===== src/rtl/traffic_pkg.sv =====
// Shared types for the intersection controller: FSM state codes, interval
// register select codes and the {R,Y,G} lamp encodings.
package traffic_pkg;

    typedef enum logic [2:0] {
        GREEN_BASE = 3'd0,
        GREEN_EXT  = 3'd1,
        YELLOW     = 3'd2,
        ALL_RED    = 3'd3,
        WALK       = 3'd4
    } state_e;

    localparam logic [2:0] SEL_BASE   = 3'd0;
    localparam logic [2:0] SEL_EXT    = 3'd1;
    localparam logic [2:0] SEL_YELLOW = 3'd2;
    localparam logic [2:0] SEL_ALLRED = 3'd3;
    localparam logic [2:0] SEL_WALK   = 3'd4;

    localparam logic [2:0] LAMP_R = 3'b100;
    localparam logic [2:0] LAMP_Y = 3'b010;
    localparam logic [2:0] LAMP_G = 3'b001;

    function automatic logic is_green(input state_e s);
        return (s == GREEN_BASE) || (s == GREEN_EXT);
    endfunction

endpackage


===== src/rtl/interval_timer.sv =====
// Down-counting interval timer: load takes priority, otherwise counts down
// and holds at zero; expired is high while the count is zero.
module interval_timer #(
    parameter int               CNT_W     = 16,
    parameter logic [CNT_W-1:0] RESET_VAL = '0
) (
    input  logic             clock,
    input  logic             reset_n,
    input  logic             load,
    input  logic [CNT_W-1:0] load_val,
    output logic [CNT_W-1:0] count,
    output logic             expired
);

    always_ff @(posedge clock or negedge reset_n) begin
        if (!reset_n) begin
            count <= RESET_VAL;
        end else if (load) begin
            count <= load_val;
        end else if (count != '0) begin
            count <= count - CNT_W'(1);
        end
    end

    assign expired = (count == '0);

endmodule


===== src/rtl/traffic_phase_controller.sv =====
// N-phase round-robin intersection controller with demand latching, one green
// extension, pedestrian walk and runtime intervals. Macro: EMERGENCY_PREEMPT_EN.
module traffic_phase_controller
    import traffic_pkg::*;
#(
    parameter int NUM_PHASES = 4,
    parameter int CNT_W      = 16,
    parameter int T_BASE     = 16,
    parameter int T_EXT      = 8,
    parameter int T_YELLOW   = 4,
    parameter int T_ALLRED   = 2,
    parameter int T_WALK     = 8,
    localparam int PH_W      = $clog2(NUM_PHASES)
) (
    input  logic                    clock,
    input  logic                    reset_n,
    input  logic [NUM_PHASES-1:0]   sensor,
    input  logic                    walk_req,
    input  logic                    prog_en,
    input  logic [2:0]              prog_sel,
    input  logic [CNT_W-1:0]        prog_val,
    input  logic                    preempt,
    input  logic [PH_W-1:0]         preempt_phase,
    output logic [3*NUM_PHASES-1:0] lights,
    output logic                    walk,
    output logic                    walk_ack,
    output logic [PH_W-1:0]         phase,
    output logic [2:0]              state
);

    state_e                  state_q, nxt_state;
    logic [PH_W-1:0]         phase_q, nxt_phase;
    logic [NUM_PHASES-1:0]   demand_q, clr_mask;
    logic                    walk_pend_q, walked_q;
    logic                    load, enter_walk, timer_expired, prog_valid;
    logic [CNT_W-1:0]        load_ival, unused_count;
    logic [CNT_W-1:0]        t_base_q, t_ext_q, t_yellow_q, t_allred_q, t_walk_q;

    // A programmed interval of 0 behaves as 1 cycle.
    function automatic logic [CNT_W-1:0] to_count(input logic [CNT_W-1:0] v);
        return (v == '0) ? '0 : v - CNT_W'(1);
    endfunction

    // First phase after cur (wrapping) with latched demand; phase 0 always qualifies.
    function automatic logic [PH_W-1:0] pick_next(input logic [PH_W-1:0]       cur,
                                                  input logic [NUM_PHASES-1:0] dem);
        logic [PH_W-1:0] res;
        logic            found;
        int              idx;
        res   = '0;
        found = 1'b0;
        for (int i = 1; i <= NUM_PHASES; i++) begin
            idx = (int'(cur) + i) % NUM_PHASES;
            if (!found && (idx == 0 || dem[idx])) begin
                res   = PH_W'(idx);
                found = 1'b1;
            end
        end
        return res;
    endfunction

    function automatic logic [3*NUM_PHASES-1:0] decode_lamps(input state_e          s,
                                                             input logic [PH_W-1:0] p);
        logic [3*NUM_PHASES-1:0] res;
        logic [2:0]              lamp;
        res = '0;
        for (int i = 0; i < NUM_PHASES; i++) begin
            lamp = LAMP_R;
            if (i == int'(p)) begin
                if (is_green(s))      lamp = LAMP_G;
                else if (s == YELLOW) lamp = LAMP_Y;
            end
            res[3*i +: 3] = lamp;
        end
        return res;
    endfunction

    assign prog_valid = prog_en && (prog_sel <= SEL_WALK);

    // prog_en is a single-cycle strobe with no ready/back-pressure: the write
    // and the forced ALL_RED on phase 0 both land on the next clock edge.
    always_ff @(posedge clock or negedge reset_n) begin
        if (!reset_n) begin
            t_base_q   <= CNT_W'(T_BASE);
            t_ext_q    <= CNT_W'(T_EXT);
            t_yellow_q <= CNT_W'(T_YELLOW);
            t_allred_q <= CNT_W'(T_ALLRED);
            t_walk_q   <= CNT_W'(T_WALK);
        end else if (prog_en) begin
            case (prog_sel)
                SEL_BASE:   t_base_q   <= prog_val;
                SEL_EXT:    t_ext_q    <= prog_val;
                SEL_YELLOW: t_yellow_q <= prog_val;
                SEL_ALLRED: t_allred_q <= prog_val;
                SEL_WALK:   t_walk_q   <= prog_val;
                default:    ;
            endcase
        end
    end

    always_comb begin
        nxt_state = state_q;
        nxt_phase = phase_q;
        load      = 1'b0;
        load_ival = t_base_q;
        if (prog_valid) begin
            nxt_state = ALL_RED;
            nxt_phase = '0;
            load      = 1'b1;
            load_ival = (prog_sel == SEL_ALLRED) ? prog_val : t_allred_q;
        end
`ifdef EMERGENCY_PREEMPT_EN
        else if (preempt && is_green(state_q) && phase_q != preempt_phase) begin
            nxt_state = YELLOW;
            load      = 1'b1;
            load_ival = t_yellow_q;
        end else if (preempt && timer_expired) begin
            load = 1'b1;
            case (state_q)
                GREEN_BASE, GREEN_EXT: begin
                    nxt_state = GREEN_BASE;
                    load_ival = t_base_q;
                end
                YELLOW: begin
                    nxt_state = ALL_RED;
                    load_ival = t_allred_q;
                end
                default: begin
                    nxt_state = GREEN_BASE;
                    nxt_phase = preempt_phase;
                    load_ival = t_base_q;
                end
            endcase
        end
`endif
        else if (timer_expired) begin
            load = 1'b1;
            case (state_q)
                GREEN_BASE: begin
                    if (sensor[phase_q]) begin
                        nxt_state = GREEN_EXT;
                        load_ival = t_ext_q;
                    end else if (phase_q == '0 && demand_q[NUM_PHASES-1:1] == '0) begin
                        nxt_state = GREEN_BASE;
                        load_ival = t_base_q;
                    end else begin
                        nxt_state = YELLOW;
                        load_ival = t_yellow_q;
                    end
                end
                GREEN_EXT: begin
                    nxt_state = YELLOW;
                    load_ival = t_yellow_q;
                end
                YELLOW, WALK: begin
                    nxt_state = ALL_RED;
                    load_ival = t_allred_q;
                end
                ALL_RED: begin
                    if (walk_pend_q && !walked_q) begin
                        nxt_state = WALK;
                        load_ival = t_walk_q;
                    end else begin
                        nxt_state = GREEN_BASE;
                        nxt_phase = pick_next(phase_q, demand_q);
                        load_ival = t_base_q;
                    end
                end
                default: begin
                    nxt_state = ALL_RED;
                    load_ival = t_allred_q;
                end
            endcase
        end
    end

`ifndef EMERGENCY_PREEMPT_EN
    logic unused_preempt;
    assign unused_preempt = preempt ^ (^preempt_phase);
`endif

    assign enter_walk = load && (nxt_state == WALK);
    assign clr_mask   = (load && nxt_state == GREEN_BASE) ? (NUM_PHASES'(1) << nxt_phase) : '0;

    interval_timer #(
        .CNT_W     (CNT_W),
        .RESET_VAL (CNT_W'(T_BASE > 1 ? T_BASE - 1 : 0))
    ) u_timer (
        .clock    (clock),
        .reset_n  (reset_n),
        .load     (load),
        .load_val (to_count(load_ival)),
        .count    (unused_count),
        .expired  (timer_expired)
    );

    always_ff @(posedge clock or negedge reset_n) begin
        if (!reset_n) begin
            state_q     <= GREEN_BASE;
            phase_q     <= '0;
            demand_q    <= '0;
            walk_pend_q <= 1'b0;
            walked_q    <= 1'b0;
            lights      <= decode_lamps(GREEN_BASE, '0);
            walk        <= 1'b0;
            walk_ack    <= 1'b0;
        end else begin
            state_q     <= nxt_state;
            phase_q     <= nxt_phase;
            // New requests win over a same-cycle clear.
            demand_q    <= (demand_q & ~clr_mask) | sensor;
            walk_pend_q <= walk_req | (walk_pend_q & ~enter_walk);
            if (load && nxt_state == GREEN_BASE)
                walked_q <= 1'b0;
            else if (load && state_q == WALK && nxt_state != WALK)
                walked_q <= 1'b1;
            lights      <= decode_lamps(nxt_state, nxt_phase);
            walk        <= (nxt_state == WALK);
            walk_ack    <= enter_walk;
        end
    end

    assign phase = phase_q;
    assign state = state_q;

endmodule


===== config.mk =====
export PLATFORM = sky130hd
export DESIGN_NAME = traffic_phase_controller
export DESIGN_NICKNAME = d
export VERILOG_FILES = /design/src/rtl/traffic_pkg.sv /design/src/rtl/interval_timer.sv /design/src/rtl/traffic_phase_controller.sv
export SDC_FILE = /design/constraint.sdc
export NUM_CORES = 1
export LEC_CHECK = 0
export BUFFER_PORTS_ARGS = -buffer_cell sky130_fd_sc_hd__buf_4
export CORE_ASPECT_RATIO = 2
export CORE_MARGIN = 2
export CORE_UTILIZATION = 39
export CTS_CLUSTER_SIZE = 30
export DETAILED_ROUTE_END_ITERATION = 7
export PLACE_DENSITY = 0.56
export SLEW_MARGIN = 20
export SYNTH_ARGS = -nofsm -noshare
export SYNTH_HDL_FRONTEND = slang
export SYNTH_SLANG_ARGS = --single-unit
export TNS_END_PERCENT = 1

===== constraint.sdc =====
create_clock -name clock -period 9.21 [get_ports clock]
set_input_delay 2.3025 -clock clock [delete_from_list [all_inputs] [get_ports clock]]
set_output_delay 2.3025 -clock clock [all_outputs]
set_load 0.05 [all_outputs]

==> results of run 1 <==
cell usage in the layout (no fill, tap or decap), drive strengths merged, types with 14 or more instances in the layout:
cell type  instances
a21oi             49
a31oi             27
buf               58
clkbuf            24
dfrtp            108
mux2              80
nand2            109
nand3             14
nor2              51
nor3              18
o31ai             20
xor2              14
final cells by class:
class,instances,area [sq um],area share (%)
inverter,7,26.3,0.328
sequential,121,3040,38.0
tap,210,263,3.28
multi-input combinational,521,3620,45.2
timing repair buffer,58,455,5.69
clock inverter,8,92.6,1.16
clock buffer,24,502,6.27
routing by layer:
layer	wire length (microns)	share of wire, %	vias up	track usage [%]
met4	961	4.7	0	12.0
met3	887	4.4	54	4.04
met2	11200	55	200	41.9
met5	0	0	-	0
li1	-	-	2597	-
met1	7260	36	2867	22.4
logic make-up (layout without fill, tap and decap cells):
logic type	after synthesis	in the layout	synth area share, %
AND/OR/NAND/NOR	243	243	17.2
AO/OA/AOI/OAI	157	157	15.2
flip-flops	121	121	44.2
multiplexers	90	90	15.4
buffers and inverters	50	97	3.67
XOR/XNOR	23	23	2.92
adder cells (fa/ha/maj)	8	8	1.42
stage by stage:
step / hold WS (ns) / util, % / area [sq um] / total power [uW]
finish: 0.504 / 46.3 / 8010 / 1750
global route: 0.522 / 46.3 / 8010 / 1830
CTS: 0.504 / 46.2 / 7980 / 1760
detailed placement: 0.492 / 42.7 / 7380 / 1090
global placement: 0.485 / 42.7 / 7380 / 1070
floorplan: 0.473 / - / 6890 / 976
sequential cells by signal (all words and copies together), names as in the netlist:
name           cells
u_timer.count     16
t_ext_q           16
t_allred_q        16
t_base_q          16
demand_q           4
t_yellow_q        16
walk               1
phase              2
t_walk_q          16
walk_ack           1
walk_pend_q        1
lights            12
walked_q           1
state              3
worst max-delay path: cells and delay by family:
kind / cells / cell delay, ns
AO/OA/AOI/OAI: 3 / 1.14
AND/OR/NAND/NOR: 4 / 1.53
buffers and inverters: 1 / 0.11
multiplexers: 1 / 0.59
final timing paths:
check,start,endpoint,slack (ns)
setup / recovery,sensor[3],u_timer.count[4]$_DFFE_PN0P_,3.80
hold / removal,t_walk_q[9]$_DFFE_PN0P_,t_walk_q[9]$_DFFE_PN0P_,0.50
setup reg to reg,phase[0]$_DFF_PN0_,u_timer.count[4]$_DFFE_PN0P_,4.67
hold reg to reg,t_walk_q[9]$_DFFE_PN0P_,t_walk_q[9]$_DFFE_PN0P_,0.50
max in group asynchronous,reset_n,t_ext_q[3]$_DFFE_PN1P_,6.16
min in group asynchronous,reset_n,t_walk_q[13]$_DFFE_PN0P_,1.90
cells in the mapped netlist (all sizes together), types with 3 or more instances:
master,count,share of area [%]
nand2,109,6.1
dfrtp,108,39
mux2,80,13
nor2,51,2.8
a21oi,49,3.6
clkbuf,30,1.9
a31oi,27,2.5
o31ai,20,2.3
nor3,18,1.5
nand3,14,1.0
xor2,14,1.8
buf,13,1.3
dfstp,13,5.0
a2111oi,12,1.6
o21ai,11,0.80
xnor2,9,1.1
ha,7,1.3
inv,7,0.38
nor4,7,0.94
a21o,6,0.65
mux2i,6,0.87
nor3b,6,0.65
and2,5,0.49
nand2b,5,0.45
o22ai,5,0.45
a211oi,4,0.44
a22o,4,0.51
mux4,4,1.5
nand3b,4,0.62
a22oi,3,0.33
nor4b,3,0.38
o31a,3,0.38
or4b,3,0.44
power breakdown:
group	total (uW)	switching [uW]	internal [uW]
clock network	665	234	431
logic	345	176	169
registers	735	89.3	646
==> results.md, run 1 <==
- The power density over the cells is 218 mW/mm^2.
- The number of flip-flops and latches in the synthesized netlist is around 120.
- The width of the die is 98.0 microns.
- After detailed routing, the number of vias per cell comes to 6.03.
- For this run, the leading register cell type out of synthesis is sky130_fd_sc_hd__dfrtp_1.
- The signal on the critical path passes through buf_4 -> mux4_2 -> and2_4 -> a2111oi_0 -> o31ai_1 -> nor4_4 -> nand2_2 -> nor3_2 -> o22ai_1.
- Once detail routing completed, the nets flagged for antenna violations numbered 0.
- The starting utilization of the core area is 39.9%.
- The root buffer cell is sky130_fd_sc_hd__clkbuf_16.
- Wires add up to 20.3 mm.
- The pin count of the biggest net entering global routing is 76.
- Leaving out filler cells and counting taps, the final layout contains 949.
- The post-cts resize count is 0.
- The pre-CTS worst setup slack is 3.31 ns.
- Each instance of the synthesized netlist takes up on average 9.96 sq um.
- The worst pin sits at a relative slew slack of about two fifths.
- The initial antenna violation count is 0.
- The first detailed-routing pass took 5 iterations.
- The library cell contributing the largest single delay on the critical path is sky130_fd_sc_hd__a2111oi_0.
- The min-delay analysis places its worst path in the category flop to flop.
- The clock tree from TritonCTS is yes.
- The violation count after the first detailed-routing iteration is 300.
- The area of the core is around 0.017 sq mm.
- The via count is 5718.
- The final clock period utilization by the worst path is 58.7%.
- The number of placement rows is 68.
- Relative to the synthesized area, the layout overhead comes to 16.2%.
- The HPWL after detailed placement is roughly 14 mm.
- Counting the fill cells in the layout gives 1646.
- Across the routed clock network, the largest skew measured is 0.0121 ns.
- The clock transition time at the flip-flop clock pins of the worst setup and hold paths is 0.05 ns.
- Summing the sequential cell areas from Yosys gives 44.2% of the chip area.
- Setup repair after global routing left no endpoint under its margin.
- The post-route DRC violation count is 0.
- The worst supply voltage drop on vdd is 0.137 mV.
- Of all flip-flops after synthesis, the portion carrying an async set or reset was 100%.
- The number of global-route vias before repair came to slightly above 6000.
- Setup total negative slack on the finished layout was measured at 0 ns.
- The synthesized design contains 0 enable-type register cells.
- Setup violations remaining at the end of the flow were counted as 0.
- The worst path meets setup with 3.80 ns of slack.
- The vertical die dimension is 192 microns.
- The total track usage is 22.1%.
- For the finished layout, the period the worst path requires is approximately 5.4 ns.
- The transition time at the pin with the least slew margin is 0.910 ns.
- The data arrival at the endpoint of the critical path is 5.68 ns.
- The number of cells on the worst reg-to-reg path is 11.
- The tool flagged a number of max-cap violations equal to 0.
- For this run, the top clock speed supported by timing is about 0.18 GHz.
- Cells with a size suffix above 1 make up between 20% and 30% of the layout.
- The die covers 0.0188 sq mm.
- The category of the worst setup path capture point is a flop.
- Pin placement for this block handled between 40 and 50 I/O pins.
- No sink is reached through more buffers than the 2 on the longest clock path.
- Dividing the detail-routed wire length by the instance count gives 21.4 microns.
- The H-tree was split into 4 levels.
- The number of nets handed over by synthesis was 729.
- The largest stage delay on the critical path is around 0.62 ns.
- The number of nets at the end of the flow is roughly 760.
- For this design the static power due to leakage is roughly 0.0033 uW.
- The clock latency reported for the late side of the worst-skew pair is 0.42 ns.
- The number of different library cells used by synthesis comes to 70.
- In this run the worst path has a maximum fanout of 13.
- The number of cells after detailed placement is 916.
- The global-route wire length before repair is 32.1 mm.
- The number of diodes is 0.
- The count of final hold-check violations came to 0.
- Routability-driven placement finished with a final weighted congestion of 0.856.
- The number of pins with negative max-slew slack in the final report is 0.
- Along the worst hold path, the cell count comes to 1.
- The worst setup path is launched from an input port.
- The count of warnings emitted by yosys is 0.
- The clock net sink count is 121.
- The instance count of the mapped netlist is 692.
- The number of hold buffers added after CTS was 0.
- The critical path is of the input port to flop type.
- The clock buffer count from CTS is 17.
- At the worst endpoint, the required time is 9.48 ns.
- The total standard cell area after synthesis is 0.00689 sq mm.
- The count of buffers added by post-CTS timing repair for setup is 0.
- For this run the aggregate overflow at the end of global routing stands at 0.
- During placement, the flow inserted port buffers numbering 45.
- The flow ran to the end, and the final reports show no timing, DRC or antenna violations.
Power figures use the tool's default switching activity.
==> run 2, diff against run 1 <==
Clock period 9.21 ns to 5.2 ns, I/O delays scaled along.
==> run 2 against run 1 <==
Against the previous run:
- final cell count grew 0.42%
- sequential share of layout area fell by 0.53 points
- utilization increased by 0.66 points
- sequential cell count unchanged
- wire length up 1.6%
- count of clock-buffer cells in the layout down 5
- worst setup slack got worse by 3.0 ns
- global-route usage is 0.67 points higher
- hold slack worse by 0.00054 ns
- power is 88% higher
- critical endpoint is now u_timer.count[15]$_DFFE_PN0P_
- largest cell class unchanged
- largest power group is now clock
- highest routed layer unchanged
==> results.md, run 2 (same netlist as run 1, synthesis figures left out) <==
- The flow ran to the end, and the final reports show no timing, DRC or antenna violations.
- The clock latency reported for the late side of the worst-skew pair is 0.42 ns (about the same).
- The total track usage is 22.7% (+0.67 points).
- The number of global-route vias before repair is 6036 (-0.017%).
- The type of the most critical hold path is flop to flop.
- The most frequent standard cell in the layout excluding fill and tap cells is sky130_fd_sc_hd__dfrtp_1.
- The post-cts resize count is 0 (unchanged).
- The number of diodes is 0 (unchanged).
- The worst slew margin relative to its limit is 33.9% (-4.9 points).
- The area of the core was 0.0173 sq mm (unchanged).
- The worst supply voltage drop on vdd is 0.251 mV (+83%).
- The number of nets at the end of the flow came to 767 (+0.52%).
- The max-cap check violation count came to 0 (unchanged).
- The CTS H-tree depth was 4 (unchanged).
- The count of final hold-check violations came to 0 (unchanged).
- The post-detailed-placement half-perimeter wirelength came to 14.4 mm (+2.3%).
- The fraction of final layout cells sized beyond drive strength 1 came to 28.3% (+0.66 points).
- The vertical die dimension is 192 microns (unchanged).
- The number of inserted filler cells in the final layout is 1630 (-0.97%).
- The highest fanout seen on the critical path is 16 (+3).
- The cell sitting at the root of the clock tree is a sky130_fd_sc_hd__clkbuf_16.
- The clock transition time at the flip-flop clock pins of the worst setup and hold paths is 0.06 ns (about the same).
- The total length of routed wires is 20.6 mm (+1.6%).
- The final clock period utilization by the worst path is 84.1%.
- The ratio of routed vias to standard cells is 6.09 (+1.1%).
- The width of the die came to 98.0 microns (unchanged).
- The area of placed instances is 0.00744 sq mm (+0.71%).
- The initial antenna violation count came to 0 (unchanged).
- The post-route non-filler standard cell count came to 953 (+0.42%).
- The top cell types in the final layout, fill and taps aside, are sky130_fd_sc_hd__dfrtp_1, sky130_fd_sc_hd__nand2_1, sky130_fd_sc_hd__mux2_2.
- The routed length per instance was 21.6 microns (+1.2%).
- The minimum clock period is 4.38 ns.
- The peak clock frequency supported by timing is approximately 0.23 GHz.
- The total leakage power is 0.00332 uW (+1.7%).
- The final clock skew was 0.00618 ns (-0.00592 ns).
- The critical path required time is 5.54 ns (-3.94 ns).
- The number of nets with antenna violations after routing is 0 (unchanged).
- The count of input and output buffers was 45 (unchanged).
- The startpoint class of the critical path is a flop.
- The starting utilization of the core area is 39.9% (unchanged).
- The sum of internal, switching and leakage power was 3280 uW (+88%).
- TritonCTS built the clock tree.
- The overall die area is 0.0188 sq mm (unchanged).
- Setup repair after global routing left no endpoint under its margin.
- The via count is 5807 (+1.6%).
- The first-pass iteration count of the detailed router is 5 (unchanged).
- The last weighted congestion value of the routability-driven placer came to 0.861 (+0.62%).
- The clock net sink count came to 121 (unchanged).
- The top-level port count is 49 (unchanged).
- STA classifies the critical path endpoint as a flop.
- From synthesis to final layout, the design area changed by 17.8%.
- The final instance area came to 0.00812 sq mm (+1.4%).
- The number of setup violations in the final report was 0 (unchanged).
- The number of placement rows is 68 (unchanged).
- The data arrival at the endpoint of the critical path is 4.71 ns (-0.97 ns).
- The pin count of the biggest net entering global routing is 68 (-11%).
- The number of cells after detailed placement is 921 (+0.55%).
- The leftover overflow at the end of global routing is 0 (unchanged).
- The sum of negative setup slack was 0 ns (unchanged).
- The number of pins with negative max-slew slack in the final report is 0 (unchanged).
- The transition time at the pin with the least slew margin came to 0.987 ns (+0.0768 ns).
- The setup path with the least slack is of type flop to flop.
- The clock buffer count from CTS was 17 (unchanged).
- The maximum count of clock buffers along a single path is 2 (unchanged).
- The power density over the cells is 404 mW/mm^2 (+85%).
- The final-layout worst hold slack is 0.503 ns (-0.000538 ns).
- The hold buffer count at cts came to 0 (unchanged).
- The post-route DRC violation count came to 0 (unchanged).
- The violation count after the first detailed-routing iteration is 370 (+23%).
- The count of buffers added by post-CTS timing repair for setup was 0 (unchanged).
- The global-route wire length before repair is 33.0 mm (+2.8%).
==> run 2: cell count changes in the layout (fill, tap and decap cells not counted), moves of 2 or more <==
cell	previous run	this run
sky130_fd_sc_hd__buf_4	57	61
sky130_fd_sc_hd__clkinv_4	0	4
sky130_fd_sc_hd__clkbuf_8	5	1
sky130_fd_sc_hd__clkinv_2	5	0
sky130_fd_sc_hd__inv_6	0	2
sky130_fd_sc_hd__bufinv_16	2	6
==> run 2: layout make-up <==
type,instances,area (sq um),share of cell area [%]
Tap cell,210,263,3.24
Clock inverter,13,240,2.96
Timing Repair Buffer,62,478,5.89
Sequential cell,121,3040,37.5
Multi-Input combinational cell,521,3620,44.6
Clock buffer,19,443,5.46
Inverter,7,26.3,0.324
==> run 2: worst max-delay path: stages, from the launching register on <==
cell                       delay (ns)
sky130_fd_sc_hd__dfrtp_1         0.55
sky130_fd_sc_hd__inv_1           0.17
sky130_fd_sc_hd__ha_1            0.22
sky130_fd_sc_hd__or4b_1          0.86
sky130_fd_sc_hd__mux2i_1         0.29
sky130_fd_sc_hd__o221ai_1        0.16
sky130_fd_sc_hd__a211oi_1        0.55
sky130_fd_sc_hd__o311a_1         0.32
sky130_fd_sc_hd__and4_1          0.37
sky130_fd_sc_hd__nand2_2         0.10
sky130_fd_sc_hd__or4b_1          0.52
sky130_fd_sc_hd__a31oi_1         0.17
==> run 2: where the power goes <==
part           total, uW  switching, uW  leakage [uW]  internal, uW
combinational        613            312       0.00156           301
sequential          1300            159       0.00143          1140
clock               1370            449      0.000328           917
total               3280            919       0.00332          2360
==> run 2: per-stage QoR <==
stage | setup WS [ns] | util, %
after floorplan | 1.04 | -
after global placement | 0.660 | 43.1
after detailed placement | 0.639 | 43.1
after CTS | 0.892 | 47.0
after global routing | 0.674 | 47.0
final | 0.825 | 47.0
==> run 2: per-layer routing <==
layer  routed length (microns)  vias to the layer above  global-route usage (%)
li1                          -                     2608                       -
met3                       806                       56                    3.57
met5                         0                        -                       0
met4                       804                        0                    11.6
met1                      7660                     2923                    24.4
met2                     11300                      220                    42.4
==> run 2: final timing paths <==
| kind | from | end | slack [ns] | cells after the start |
|---|---|---|---|---|
| worst max register to register | phase[0]$_DFF_PN0_ | u_timer.count[15]$_DFFE_PN0P_ | 0.82 | 11 |
| worst min register to register | t_ext_q[9]$_DFFE_PN0P_ | t_ext_q[9]$_DFFE_PN0P_ | 0.50 | 1 |
| min in group asynchronous | reset_n | t_yellow_q[13]$_DFFE_PN0P_ | 0.95 | 1 |
| max in group asynchronous | reset_n | t_allred_q[1]$_DFFE_PN1P_ | 3.38 | 2 |
| worst max-delay path | phase[0]$_DFF_PN0_ | u_timer.count[15]$_DFFE_PN0P_ | 0.82 | 11 |
| worst min-delay path | t_ext_q[9]$_DFFE_PN0P_ | t_ext_q[9]$_DFFE_PN0P_ | 0.50 | 1 |
==> run 3, diff against run 2 <==
Settings changed: PLACE_DENSITY 0.56 to 0.58.
Clock period 5.2 ns to 4 ns, I/O delays scaled along.
==> run 3 against run 2 <==
Against the previous run:
- utilization increased by 0.83 points
- first-iteration DRC count increased by 5.9%
- sequential cell count unchanged
- register-to-register slack got worse by 0.58 ns
- count of clock-buffer cells in the layout unchanged
- power increased by 25%
- critical path type unchanged
- non-clock buffer count increased by 31
- largest cell class unchanged
- clock power increased by 13%
- hold slack improved by 0.0043 ns
- combinational power increased by 40%
- critical path depth increased by 3
- critical endpoint is now u_timer.count[9]$_DFFE_PN0P_
- sequential power increased by 30%
==> results.md, run 3 (same netlist as run 1, synthesis figures left out) <==
- The number of nets with antenna violations after routing came to 0 (unchanged).
- The fraction of met3 tracks used by global routing is 3.89% (+0.33 points).
- The tree is rooted in a sky130_fd_sc_hd__clkbuf_16.
- The hold buffer count at cts was 0 (unchanged).
- The buffers plus inverters on the worst setup path is 3 (+2).
- In the layout the commonest cells are sky130_fd_sc_hd__dfrtp_1, sky130_fd_sc_hd__nand2_1, sky130_fd_sc_hd__buf_4.
- The startpoint class of the critical path is a flop.
- Relative to the synthesized area, the layout overhead comes to 19.9%.
- The area of the core is 0.0173 sq mm (unchanged).
- The number of pins with negative max-slew slack in the final report came to 0 (unchanged).
- The starting utilization of the core area is 39.9% (unchanged).
- The number of cells on the worst hold path is 1 (unchanged).
- The total leakage power is 0.00342 uW (+2.9%).
- The number of global-route vias before repair came to 6208 (+2.8%).
- The startpoint of the most critical hold path is t_walk_q[4]$_DFFE_PN0P_.
- The last weighted congestion value of the routability-driven placer is 0.859 (-0.23%).
- The flow ran to the end, and the final reports show no timing, DRC or antenna violations.
- The number of nets at the end of the flow was 798 (+4.0%).
- The violation count after the first detailed-routing iteration is 392 (+5.9%).
- The hold-critical path endpoint is t_walk_q[4]$_DFFE_PN0P_.
- The maximum count of clock buffers along a single path is 2 (unchanged).
- The ratio of routed vias to standard cells is 5.97 (-2.0%).
- The clock transition time at the flip-flop clock pins of the worst setup and hold paths is 0.06 ns (about the same).
- The global routing met1 resource utilization is 23.0% (-1.4 points).
- In this run the most used layer during global routing was met2.
- The highest fanout seen on the critical path is 16 (unchanged).
- Traced cell by cell, the critical path runs through inv_1 -> ha_1 -> or4b_1 -> buf_4 -> nand2_1 -> a21oi_1 -> a2111oi_0 -> o31a_1 -> ha_1 -> and3_1 -> nand2_2 -> buf_4 -> or4_1 -> o211a_1.
- The count of input and output buffers is 45 (unchanged).
- The area of placed instances is 0.00766 sq mm (+3.1%).
- The vertical die dimension came to 192 microns (unchanged).
- The CTS H-tree depth is 4 (unchanged).
- The worst slew margin relative to its limit is 45.1% (+11 points).
- The clock net sink count was 121 (unchanged).
- The width of the die was 98.0 microns (unchanged).
- The max-cap check violation count was 0 (unchanged).
- The first-pass iteration count of the detailed router is 5 (unchanged).
- The data arrival at the endpoint of the critical path was 4.07 ns (-0.64 ns).
- The number of diodes came to 0 (unchanged).
- The post-cts resize count was 0 (unchanged).
- The count of buffers added by post-CTS timing repair for setup came to 0 (unchanged).
- The worst register-to-register path begins at phase[1]$_DFF_PN0_.
- The number of placement rows is 68 (unchanged).
- The critical path required time came to 4.31 ns (-1.23 ns).
- TritonCTS built the clock tree.
- The largest stage delay on the critical path was 0.51 ns (-0.35 ns).
- The fraction of final layout cells sized beyond drive strength 1 came to 30.9% (+2.6 points).
- The via count was 5877 (+1.2%).
- The depth of the most critical reg-to-reg path is 14 (+3).
- The type of the most critical hold path is flop to flop.
- The final instance area is 0.00826 sq mm (+1.8%).
- The number of setup violations in the final report is 0 (unchanged).
- The category of the worst setup path capture point is a flop.
- The number of inserted filler cells in the final layout was 1634 (+0.25%).
- The reg-to-reg endpoint is u_timer.count[9]$_DFFE_PN0P_.
- The dominant delay contributor by cell family on the critical path is simple AND/OR/NAND/NOR gates.
- The clock latency reported for the late side of the worst-skew pair is 0.42 ns (about the same).
- The worst setup path category is flop to flop.
- The routed length per instance is 20.9 microns (-3.3%).
- The transition time at the pin with the least slew margin is 0.816 ns (-0.171 ns).
- The pin count of the biggest net entering global routing is 83 (+22%).
- The top-level port count came to 49 (unchanged).
- The flop-to-flop setup slack was 0.24 ns (-0.58 ns).
- The worst supply voltage drop on vdd came to 0.324 mV (+29%).
- The slowest stage of the critical path belongs to the cell sky130_fd_sc_hd__a2111oi_0.
- The leftover overflow at the end of global routing is 0 (unchanged).
- The power density over the cells is 496 mW/mm^2 (+23%).
- The count of final hold-check violations came to 0 (unchanged).
- The global-route wire length before repair was 32.5 mm (-1.4%).
- The total track usage is 22.2% (-0.49 points).
- The overall die area was 0.0188 sq mm (unchanged).
- The total length of routed wires is 20.6 mm (-0.12%).
- The post-detailed-placement half-perimeter wirelength is 14.5 mm (+0.51%).
- The clock buffer count from CTS is 17 (unchanged).
- The post-route DRC violation count is 0 (unchanged).
- The fraction of met2 tracks used by global routing is 42.2% (-0.21 points).
- The final clock skew is 0.00748 ns (+0.00130 ns).
- The initial antenna violation count was 0 (unchanged).
- Setup repair after global routing left no endpoint under its margin.
- Leaving out fill and tap cells, the most frequent cell in the layout is sky130_fd_sc_hd__dfrtp_1.
- The minimum clock period came to 3.76 ns (-0.617 ns).
- The sum of internal, switching and leakage power is 4100 uW (+25%).
- The final clock period utilization by the worst path is 94.0% (+9.8 points).
- The peak clock frequency supported by timing is 0.266 GHz (+16%).
run 3: cell types whose count changed in the layout (fill, tap and decap cells not counted), moves of 2 or more:
| cell | change |
|---|---|
| sky130_fd_sc_hd__bufinv_16 | -3 |
| sky130_fd_sc_hd__inv_6 | -2 |
| sky130_fd_sc_hd__buf_4 | +30 |
| sky130_fd_sc_hd__clkinvlp_4 | +4 |
| sky130_fd_sc_hd__clkinv_4 | -4 |
| sky130_fd_sc_hd__clkinv_2 | +5 |
run 3: where the power goes:
part / switching, uW / internal (uW) / total [uW]
combinational: 421 / 437 / 859
sequential: 207 / 1490 / 1690
clock: 560 / 987 / 1550
run 3: final cells by class:
cell class | instances | area [sq um] | area share, %
tap | 210 | 263 | 3.18
inverter | 7 | 26.3 | 0.318
sequential | 121 | 3040 | 36.8
clock buffer | 19 | 443 | 5.36
multi-input combinational | 521 | 3620 | 43.8
timing repair buffer | 93 | 714 | 8.65
clock inverter | 13 | 153 | 1.85
run 3: layer usage:
metal  up-vias  wire length, microns
met2       220                 11400
met1      2931                  7440
met4         0                   790
met3        58                   961
li1       2668                     -
met5         -                     0
run 3: stage by stage:
stage               hold WS [ns]  setup TNS (ns)  setup slack, ns  cells  utilization [%]
floorplan                  0.473               0            0.136    692                -
global placement           0.485         -0.0962          -0.0599    952             44.4
detailed placement         0.492          -0.227          -0.0924    952             44.4
CTS                        0.508               0            0.266    984             47.8
global route               0.520               0           0.0234    984             47.8
finish                     0.508               0            0.242    984             47.8
run 3: how the worst max path moves through the flow:
stage / depth (start not counted) / slack, ns / start / to
2_1_floorplan: 13 / 0.14 / prog_sel[1] / u_timer.count[15]$_DFFE_PN0P_
3_3_place_gp: 10 / -0.06 / sensor[3] / u_timer.count[15]$_DFFE_PN0P_
3_5_place_dp: 11 / -0.09 / sensor[3] / u_timer.count[9]$_DFFE_PN0P_
4_1_cts: 14 / 0.27 / phase[1]$_DFF_PN0_ / u_timer.count[9]$_DFFE_PN0P_
5_1_grt: 14 / 0.02 / phase[1]$_DFF_PN0_ / u_timer.count[9]$_DFFE_PN0P_
6_report: 14 / 0.24 / phase[1]$_DFF_PN0_ / u_timer.count[9]$_DFFE_PN0P_
run 3: worst reg2reg max path, stage by stage, from the launching register on:
cell and delay, ns:
sky130_fd_sc_hd__dfrtp_1 0.38, sky130_fd_sc_hd__inv_1 0.09, sky130_fd_sc_hd__ha_1 0.22, sky130_fd_sc_hd__or4b_1 0.45, sky130_fd_sc_hd__buf_4 0.24, sky130_fd_sc_hd__nand2_1 0.12, sky130_fd_sc_hd__a21oi_1 0.06, sky130_fd_sc_hd__a2111oi_0 0.51
sky130_fd_sc_hd__o31a_1 0.30, sky130_fd_sc_hd__ha_1 0.23, sky130_fd_sc_hd__and3_1 0.24, sky130_fd_sc_hd__nand2_2 0.09, sky130_fd_sc_hd__buf_4 0.15, sky130_fd_sc_hd__or4_1 0.45, sky130_fd_sc_hd__o211a_1 0.14
